File: src/rtl/slot_access_ctrl.sv
// slot_access_ctrl: time-division access controller for one shared synchronous
// memory port. Each of eight clients posts one access; it is issued in the
// client's own slot (or in an idle slot when WORK_CONSERVE is set). The access
// is then acknowledged two cycles after its slot, with read data for reads.
module slot_access_ctrl #(
  parameter int AW            = 8,
  parameter int DW            = 16,
  parameter int WORK_CONSERVE = 0
) (
  input  logic              clk,
  input  logic              rst,
  input  logic [2:0]        slot,
  input  logic [7:0]        req,
  input  logic [7:0]        we,
  input  logic [8*AW-1:0]   addr,
  input  logic [8*DW-1:0]   wdata,
  output logic [7:0]        busy,
  output logic [7:0]        ack,
  output logic [DW-1:0]     rdata,
  output logic              mem_en,
  output logic              mem_we,
  output logic [AW-1:0]     mem_addr,
  output logic [DW-1:0]     mem_wdata,
  input  logic [DW-1:0]     mem_rdata
);

  logic [7:0]    pending_q, pending_d;
  logic [7:0]    busy_q, busy_d;
  logic [7:0]    cap_we_q;
  logic [AW-1:0] cap_addr_q  [8];
  logic [DW-1:0] cap_wdata_q [8];

  logic [7:0]    cap_set, iss_clr, done_clr;
  logic          sel_vld;
  logic [2:0]    sel_idx;

  logic          mem_en_q, mem_we_q;
  logic [AW-1:0] mem_addr_q;
  logic [DW-1:0] mem_wdata_q;
  logic [2:0]    iss_owner_q;
  logic [7:0]    ack_q;
  logic          ack_wr_q;

  // Owner selection for this cycle: slot owner first, else lowest pending when conserving.
  always_comb begin
    sel_vld = 1'b0;
    sel_idx = slot;
    if (pending_q[slot]) begin
      sel_vld = 1'b1;
    end else if (WORK_CONSERVE != 0) begin
      for (int i = 7; i >= 0; i--) begin
        if (pending_q[i]) begin
          sel_vld = 1'b1;
          sel_idx = 3'(i);
        end
      end
    end
  end

  // Pending/busy bookkeeping. A capture needs busy=0 while pending or completing
  // implies busy=1, so set and clear masks never overlap on the same client.
  always_comb begin
    cap_set   = req & ~busy_q;
    iss_clr   = sel_vld  ? (8'b1 << sel_idx)     : 8'b0;
    done_clr  = mem_en_q ? (8'b1 << iss_owner_q) : 8'b0;
    pending_d = (pending_q & ~iss_clr) | cap_set;
    busy_d    = (busy_q & ~done_clr) | cap_set;
  end

  // Client request capture and per-client status flags.
  always_ff @(posedge clk or negedge rst) begin
    if (!rst) begin
      pending_q <= '0;
      busy_q    <= '0;
      cap_we_q  <= '0;
      for (int i = 0; i < 8; i++) begin
        cap_addr_q[i]  <= '0;
        cap_wdata_q[i] <= '0;
      end
    end else begin
      pending_q <= pending_d;
      busy_q    <= busy_d;
      for (int i = 0; i < 8; i++) begin
        if (cap_set[i]) begin
          cap_we_q[i]    <= we[i];
          cap_addr_q[i]  <= addr[i*AW +: AW];
          cap_wdata_q[i] <= wdata[i*DW +: DW];
        end
      end
    end
  end

  // Issue stage and completion stage; the owner index rides along with mem_en.
  always_ff @(posedge clk or negedge rst) begin
    if (!rst) begin
      mem_en_q    <= 1'b0;
      mem_we_q    <= 1'b0;
      mem_addr_q  <= '0;
      mem_wdata_q <= '0;
      iss_owner_q <= '0;
      ack_q       <= '0;
      ack_wr_q    <= 1'b0;
    end else begin
      mem_en_q <= sel_vld;
      if (sel_vld) begin
        mem_we_q    <= cap_we_q[sel_idx];
        mem_addr_q  <= cap_addr_q[sel_idx];
        mem_wdata_q <= cap_wdata_q[sel_idx];
        iss_owner_q <= sel_idx;
      end
      ack_q    <= done_clr;
      ack_wr_q <= mem_we_q;
    end
  end

  // The memory's own output register is the completion-stage data register:
  // mem_rdata is valid exactly in the ack cycle, so it is only gated here.
  assign rdata     = (|ack_q && !ack_wr_q) ? mem_rdata : '0;
  assign busy      = busy_q;
  assign ack       = ack_q;
  assign mem_en    = mem_en_q;
  assign mem_we    = mem_we_q;
  assign mem_addr  = mem_addr_q;
  assign mem_wdata = mem_wdata_q;

endmodule

File: config.mk
export PLATFORM = sky130hd
export DESIGN_NAME = slot_access_ctrl
export DESIGN_NICKNAME = d
export VERILOG_FILES = /design/src/rtl/slot_access_ctrl.sv
export SDC_FILE = /design/constraint.sdc
export NUM_CORES = 1
export LEC_CHECK = 0
export CORE_MARGIN = 2
export CORE_UTILIZATION = 45
export CTS_CLUSTER_SIZE = 10
export DETAILED_ROUTE_END_ITERATION = 7
export PLACE_DENSITY = 0.8
export REMOVE_ABC_BUFFERS = 1
export SKIP_CTS_REPAIR_TIMING = 1
export SYNTH_ARGS = -nofsm -noshare
export SYNTH_HDL_FRONTEND = slang
export SYNTH_SLANG_ARGS = --single-unit
File: constraint.sdc
create_clock -name clk -period 2.1 [get_ports clk]
set_input_delay 0.42 -clock clk [delete_from_list [all_inputs] [get_ports clk]]
set_output_delay 0.42 -clock clk [all_outputs]
set_load 0.02 [all_outputs]
==> reports/results.txt, run 1 <==
The area overhead of the layout relative to synthesis is 38.2%, and the final worst-path setup slack is -0.131 ns. The tools report the cell count after placement as 1,306. The checks that failed: negative setup slack. Post-layout minimum cycle time: 2.23 ns. After synthesis the netlist holds a flip-flop and latch count of 254.

The flow ran to the end, but the final reports show violations. The placed cell area was 14,800 um^2. The tools report the maximum level of the CTS H-tree as 1. Setup repair after global routing could not meet its margin everywhere. In this run, CTS created clock tree buffers numbering 29. For this run, the slowest stage of the critical path takes 0.40 ns.

The first-pass iteration count of the detailed router is 4. Clock skew on the completed layout was measured at 0.0194 ns. Synthesis instantiated 27 different standard cells from the library. From left edge to right edge, the die measures 162 um. For the cell count after synthesis, the log shows 713.

After synthesis, the most frequently instantiated cells are dfrtp_1, mux2_2, mux2i_1. By instance count, the cell type seen most on the critical path is buf_6. TritonCTS built the clock tree. Registers are responsible for 40.3% of the overall power. The average footprint of a synthesized cell came out at 15.8 um^2. For the total standard cell area after synthesis, the log shows 11,300 um^2. The residual overflow from global routing was 0. The start-to-end type of the worst setup path was register to output port.

The switching portion of total power was 30.9%; the final non-filler cell area was 15,600 um^2. Summed over its instances, the top area cell type makes up 56.3% of the synthesized netlist area. Per report_power, the clock group accounts for 19.6% of the total. The congestion estimate from routability-driven global placement came to 0.755. The root buffer cell was clkbuf_16. For the peak clock frequency supported by timing, the log shows 448 MHz. The total number of cells along the worst setup path is 5, and the power density normalized to cell area is 1390 nW/um^2. The cell with the most instances after synthesis was dfrtp_1. For the share of synthesized area occupied by flip-flops and latches, the log shows 56.3%. In this run the deepest clock path goes through 3 buffers. From bottom edge to top edge, the die measures 162 um.

The master of the slowest instance on the critical path was dfrtp_1. The hold violation count in the final report is 0. The number of buffers and inverters on the critical path is 2. Sorting the synthesized cells by area gives the leading types as dfrtp_1, mux2_2, mux4_2, mux2i_1, and2_1. At the worst endpoint, the required time is 1.68 ns.

The first global-routing pass estimated 47.1 mm of wire. The worst setup path is captured at an output port. Along the worst path, the maximum fanout reaches 8.

The design draws 21.7 mW. The internal cell power came out at 15.0 mW. The DRC marker count from the first detailed-route iteration is 311. The via count normalized by instance count was 5.46. The logs give 63.8% for the final cell utilization of the core and 0.53 ns for the clock latency at the later pin of the worst-skew pair. Summing all flip-flop and latch instances after layout gives 6360 um^2. The finished layout holds 1,343 standard cells, fillers aside. The remaining antenna violation count is 0. The core area is 24,500 um^2.

Buffers placed on the I/O ports in this run total 286. Yosys printed 0 warnings. The run gives 1,812 as the count of filler cells inserted in the layout. The post-layout net count is 1,244.

For this block, the via count after detailed routing is 7,331. At the pin with the least slew margin, the transition time is 0.481 ns. Row generation in the floorplan step produced 57 rows. The wire-length estimate of the detail-placed layout is 20.3 mm. Dividing the detail-routed wire length by the instance count gives 22.8 um.

In the global route stage, overall resource usage came out at 23.5%. Type of the worst min-delay path: input port to async pin. The number of top-level design ports was 287; the total area of multi-input combinational cells was 4770 um^2.

The run gives 0 as the number of DRC violations after detailed routing. The total detailed-routing wirelength is 30.6 mm, and the number of antenna violations at the first check in global routing is 2. The number of sinks handled by clock tree synthesis is 254. The tightest slew margin relative to the limit was 67.9%. The cell family with the largest share of critical-path delay is simple AND/OR/NAND/NOR gates. The worst-case IR drop observed on VDD is 0.801 mV. The most instantiated flip-flop cell in the synthesis netlist is dfrtp_1.

For the effective utilization at floorplan, the log shows 46.2%. For the worst flop-to-flop path, the logic depth is 4. The final-report max-slew violation count was 0; the part of the power in combinational logic was 40.0%.

The arrival time reported for the critical path endpoint is 1.81 ns, and the register clock-pin slew on the reported worst setup and hold paths is 0.06 ns. Entering global routing, the biggest net connects 62 pins. In this run, synthesis inferred 0 flip-flops with an integrated enable.

For this design the static power due to leakage is 6.57 nW. The tool flagged a number of max-cap violations equal to 0. Number of setup violations in the final report: 16.

In the final layout, the share of cells above drive strength 1 is 35.8%. After layout, the worst path uses 106% of the clock period. Of all cell types, the one taking the most synthesized area is dfrtp_1. For the number of global-route vias before repair, the log shows 8,131. The floorplan step defined a die boundary enclosing 26,400 um^2. The kind of launch point of the worst setup path is a register. The signal on the critical path passes through nor4_2 > a21oi_2 > buf_6 > and2_4 > buf_6. Counting flops with an async set or reset pin after synthesis yields a share of 100%. The analysis attributes to net switching a power of 6.72 mW.
## logic make-up after synthesis
kind of cell / share of synthesized area [%]
AOI/OAI and AO/OA: 1.02
muxes: 37.4
buffers and inverters: 2.49
DFF: 56.3
and+or+nand+nor: 2.85
## stage by stage
stage | worst slack, ns | setup TNS, ns | hold slack, ns
2_1_floorplan | -0.113 | -20.32 | 0.124
3_3_place_gp | -0.00646 | -0.00646 | 0.356
3_5_place_dp | 0.00671 | 0 | 0.360
4_1_cts | -0.536 | -7.88 | -0.210
5_1_grt | -0.216 | -3.22 | 0.367
6_report | -0.131 | -1.80 | 0.373
## state kept, by name, summed over array words and instances (netlist names)
name,count
ack_wr_q,1
mem_en,1
ack,8
mem_we,1
pending_q,8
mem_addr,8
cap_wdata_q,128
busy,8
cap_addr_q,64
mem_wdata,16
cap_we_q,8
iss_owner_q,3
## final timing paths
| kind | from | to | slack (ns) |
|---|---|---|---|
| worst max-delay path | ack[4]$_DFF_PN0_ | rdata[11] | -0.13 |
| worst min-delay path | rst | mem_wdata[3]$_DFFE_PN0P_ | 0.37 |
| worst max register to register | pending_q[6]$_DFF_PN0_ | mem_wdata[0]$_DFFE_PN0P_ | 0.46 |
| worst min register to register | mem_we$_DFFE_PN0P_ | ack_wr_q$_DFF_PN0_ | 0.44 |
| max in group asynchronous | rst | ack[7]$_DFF_PN0_ | 1.02 |
| min in group clk | slot[2] | mem_wdata[5]$_DFFE_PN0P_ | 0.37 |
## cells in the final DEF (no fill, tap or decap), types with 2 or more instances in the layout
cell type,n
a21o_1,5
and2_4,16
buf_12,13
buf_2,2
buf_4,19
buf_6,18
clkbuf_1,4
clkbuf_16,29
clkdlybuf4s50_1,266
dfrtp_1,254
inv_1,4
mux2_1,2
mux2_2,200
mux2i_1,75
mux4_2,52
nand2_1,6
nand2b_1,12
nor2_1,8
nor2b_4,8
nor3_1,2
nor4_2,2
o21ai_0,10
o21bai_1,2
## power by group through the flow
stage,combinational (mW),sequential [mW],clock [mW]
global placement,8.22,8.69,0
floorplan,5.00,8.78,0
CTS,8.50,8.78,4.35
global route,9.30,9.11,4.58
finish,8.70,8.77,4.27
detailed placement,8.47,8.83,0
## cell type report
cell class,count,area share [%]
Clock buffer,34,4.83
Inverter,4,0.0962
Sequential cell,254,40.7
Antenna cell,1,0.0160
Timing Repair Buffer,320,21.2
Tap cell,324,2.60
Multi-Input combinational cell,406,30.6
## routing by layer
layer	vias up	wire length [um]	GRT usage, %
met5	-	9	0
met4	2	650	5.19
met3	55	2060	5.17
met2	253	15300	41.2
met1	3823	12600	30.2
li1	3198	-	-
(Power assumes the default switching activity.)
==> inputs of run 2 (changes only) <==
CTS_BUF_LIST = sky130_fd_sc_hd__clkbuf_4 sky130_fd_sc_hd__clkbuf_8   (was unset)
CTS_CLUSTER_DIAMETER = 40   (was unset)
GPL_TIMING_DRIVEN = 0   (was unset)
==> reports/results.txt, run 2 (synthesis results as in run 1) <==
The count of antenna diodes in the layout was 0 (was 1); the largest buffer count on any clock path was 3 (unchanged). TritonCTS built the clock tree. The effective utilization at floorplan was 46.2% (unchanged); the placed wire-length estimate was 20.3 mm (about the same). The routing usage on met1 is 29.1% (was 30.2%), and the remaining antenna violation count is 0 (unchanged). Most flop-heavy register: cap_wdata_q (unchanged). The share of cells above drive strength 1 was 37.2% (was 35.8%); the routability congestion estimate was 0.762 (was 0.755).

The routed wirelength normalized by instance count is 22.7 um (was 22.8 um). For the residual overflow from global routing, the log shows 0 (unchanged). Critical path cell sequence: nor4_4 > a21oi_4 > and2_4 > buf_6 (was nor4_2 > a21oi_2 > buf_6 > and2_4 > buf_6). Critical-path maximum fanout: 8 (unchanged). The start-to-end type of the worst setup path is register to output port (unchanged). The tools report the total detailed-routing wirelength as 30.9 mm (was 30.6 mm). The number of flip-flops in the largest register was 128 (unchanged). The tools report the global-route met2 utilization as 37.4% (was 41.2%). Setup repair after global routing could not meet its margin everywhere. Failing checks: negative setup slack (unchanged). Cell family with the largest share of critical-path delay: simple AND/OR/NAND/NOR gates (unchanged).

The number of DRC violations after detailed routing was 0 (unchanged). The run gives 0.346 ns (was 0.373 ns) as the hold slack. The tools report the overall track demand over capacity in global routing as 22.5% (was 23.5%). For the number of sinks handled by clock tree synthesis, the log shows 254 (unchanged).

Routing layer with the top usage in global route: met2 (unchanged). The tools report the critical path endpoint category as an output port (unchanged). The number of global-route vias before repair was 7,873 (was 8,131); the setup slack on the worst flop-to-flop path was 0.23 ns (was 0.46 ns). Master of the slowest instance on the critical path: nor4_4 (was dfrtp_1).

The tools report the number of buffers created by CTS as 38 (was 29). The run gives 64.5% (was 63.8%) as the final cell utilization of the core. The via count normalized by instance count was 5.44 (was 5.46); the number of antenna violations at the first check in global routing was 0 (was 2). For the number of top-level design ports, the log shows 287 (unchanged).

The hold violation count in the final report was 0 (unchanged); the number of input and output port buffers inserted was 286 (unchanged). The worst-margin pin slew is 0.685 ns (was 0.481 ns), and the DRC marker count from the first detailed-route iteration is 311 (unchanged). The run gives 54.3% (was 67.9%) as the tightest slew margin relative to the limit.

The power density normalized to cell area is 1400 nW/um^2 (was 1390 nW/um^2). Most common cell after layout, fill and taps aside: clkdlybuf4s50_1 (unchanged). The post-layout minimum cycle time works out to 2.36 ns (was 2.23 ns). Highest-count cells in the layout ignoring fill and taps: clkdlybuf4s50_1, dfrtp_1, mux2_2 (unchanged).

The logs give -0.258 ns (was -0.131 ns) for the final worst-path setup slack and 424 MHz (was 448 MHz) for the peak clock frequency supported by timing. The combined buffer and inverter count along the critical path works out to 1 (was 2). The final-report max-slew violation count is 0 (unchanged), and the worst clock skew is 0.0220 ns (was 0.0194 ns).

Type of the worst min-delay path: input port to register (was input port to async pin). The number of setup violations in the final report is 16 (unchanged). The count of vias placed by the detailed router was 7,403 (was 7,331); the ratio of final minimum period to clock period was 112% (was 106%). The cell leakage power came out at 6.64 nW (was 6.57 nW). The run gives -3.80 ns (was -1.80 ns) as the total negative setup slack. For the core area, the log shows 24,500 um^2 (unchanged). The max-cap violation count was 0 (unchanged). The die outline area is 26,400 um^2 (unchanged), and the largest stage delay on the critical path is 0.48 ns (was 0.40 ns). The floorplan die height is 162 um (unchanged), and the width of the chip is 162 um (unchanged). The arrival time reported for the critical path endpoint came out at 1.94 ns (was 1.81 ns).

The peak supply drop was 0.751 mV (was 0.801 mV). The maximum level of the CTS H-tree was 2 (was 1). The required time of the critical path was 1.68 ns (about the same). Kind of launch point of the worst setup path: a register (unchanged). The clock latency at the later pin of the worst-skew pair was 0.53 ns (about the same); the maximum number of pins on one net before global-route repair was 105 (was 62). The flow ran to the end, but the final reports show violations. The register clock-pin slew on the reported worst setup and hold paths came out at 0.07 ns (was 0.06 ns).

For the row count, the log shows 57 (unchanged). First-pass iteration count of the detailed router: 4 (unchanged). The root buffer cell was clkbuf_8 (was clkbuf_16). Area overhead of the layout relative to synthesis: 39.7% (was 38.2%). The wire length of the first global-routing pass is 45.0 mm (was 47.1 mm).

The logs give 1,246 (was 1,244) for the post-layout net count and 6.04% (was 5.17%) for the routing usage on met3.
[run 2: cell count changes in the layout (fill, tap and decap cells not counted), moves of 4 or more]
| cell | before | now |
|---|---|---|
| clkbuf_1 | 4 | 0 |
| buf_12 | 13 | 4 |
| clkbuf_16 | 29 | 1 |
| clkbuf_8 | 1 | 43 |
| buf_4 | 19 | 10 |
| clkinv_2 | 0 | 5 |
| buf_16 | 0 | 9 |
| bufinv_16 | 0 | 5 |
[run 2: where the power goes]
group          internal (mW)  leakage (nW)  switching (mW)
Sequential              7.37          3.00            1.48
Clock                   2.55         0.422            1.94
Combinational           5.24          3.21            3.56
[run 2: per-layer routing]
metal / vias to the layer above / wire length (um)
met5: - / 0
met4: 0 / 719
met3: 59 / 2240
met2: 291 / 15000
met1: 3818 / 13000
li1: 3235 / -
[run 2: cell type report]
cell class                 count  area, um^2
clock buffer                  46         614
timing repair buffer         310        3310
tap                          324         405
sequential                   254        6360
multi-input combinational    409        4860
clock inverter                15         215
inverter                       4        15.0
fill                        1793        8690
[run 2: final timing paths]
| check | cells after the start | endpoint | startpoint |
|---|---|---|---|
| max | 4 | rdata[9] | ack[4]$_DFF_PN0_ |
| min | 2 | mem_wdata[13]$_DFFE_PN0P_ | slot[2] |
| max reg2reg | 4 | mem_wdata[0]$_DFFE_PN0P_ | pending_q[3]$_DFF_PN0_ |
| min reg2reg | 0 | ack_wr_q$_DFF_PN0_ | mem_we$_DFFE_PN0P_ |
| max in group asynchronous | 3 | cap_wdata_q[2]$_DFFE_PN0P_ | rst |
| min in group asynchronous | 2 | cap_wdata_q[0]$_DFFE_PN0P_ | rst |
[run 2: through the flow]
| stage | total power, mW | setup WS (ns) | cells | cell area, um^2 |
|---|---|---|---|---|
| 2_1_floorplan | 13.8 | -0.113 | 664 | 11000 |
| 3_3_place_gp | 16.7 | -10.35 | 1274 | 14300 |
| 3_5_place_dp | 17.2 | -1.06 | 1287 | 14700 |
| 4_1_cts | 21.7 | -0.929 | 1348 | 15500 |
| 5_1_grt | 23.4 | -0.323 | 1362 | 15800 |
| 6_report | 22.1 | -0.258 | 1362 | 15800 |
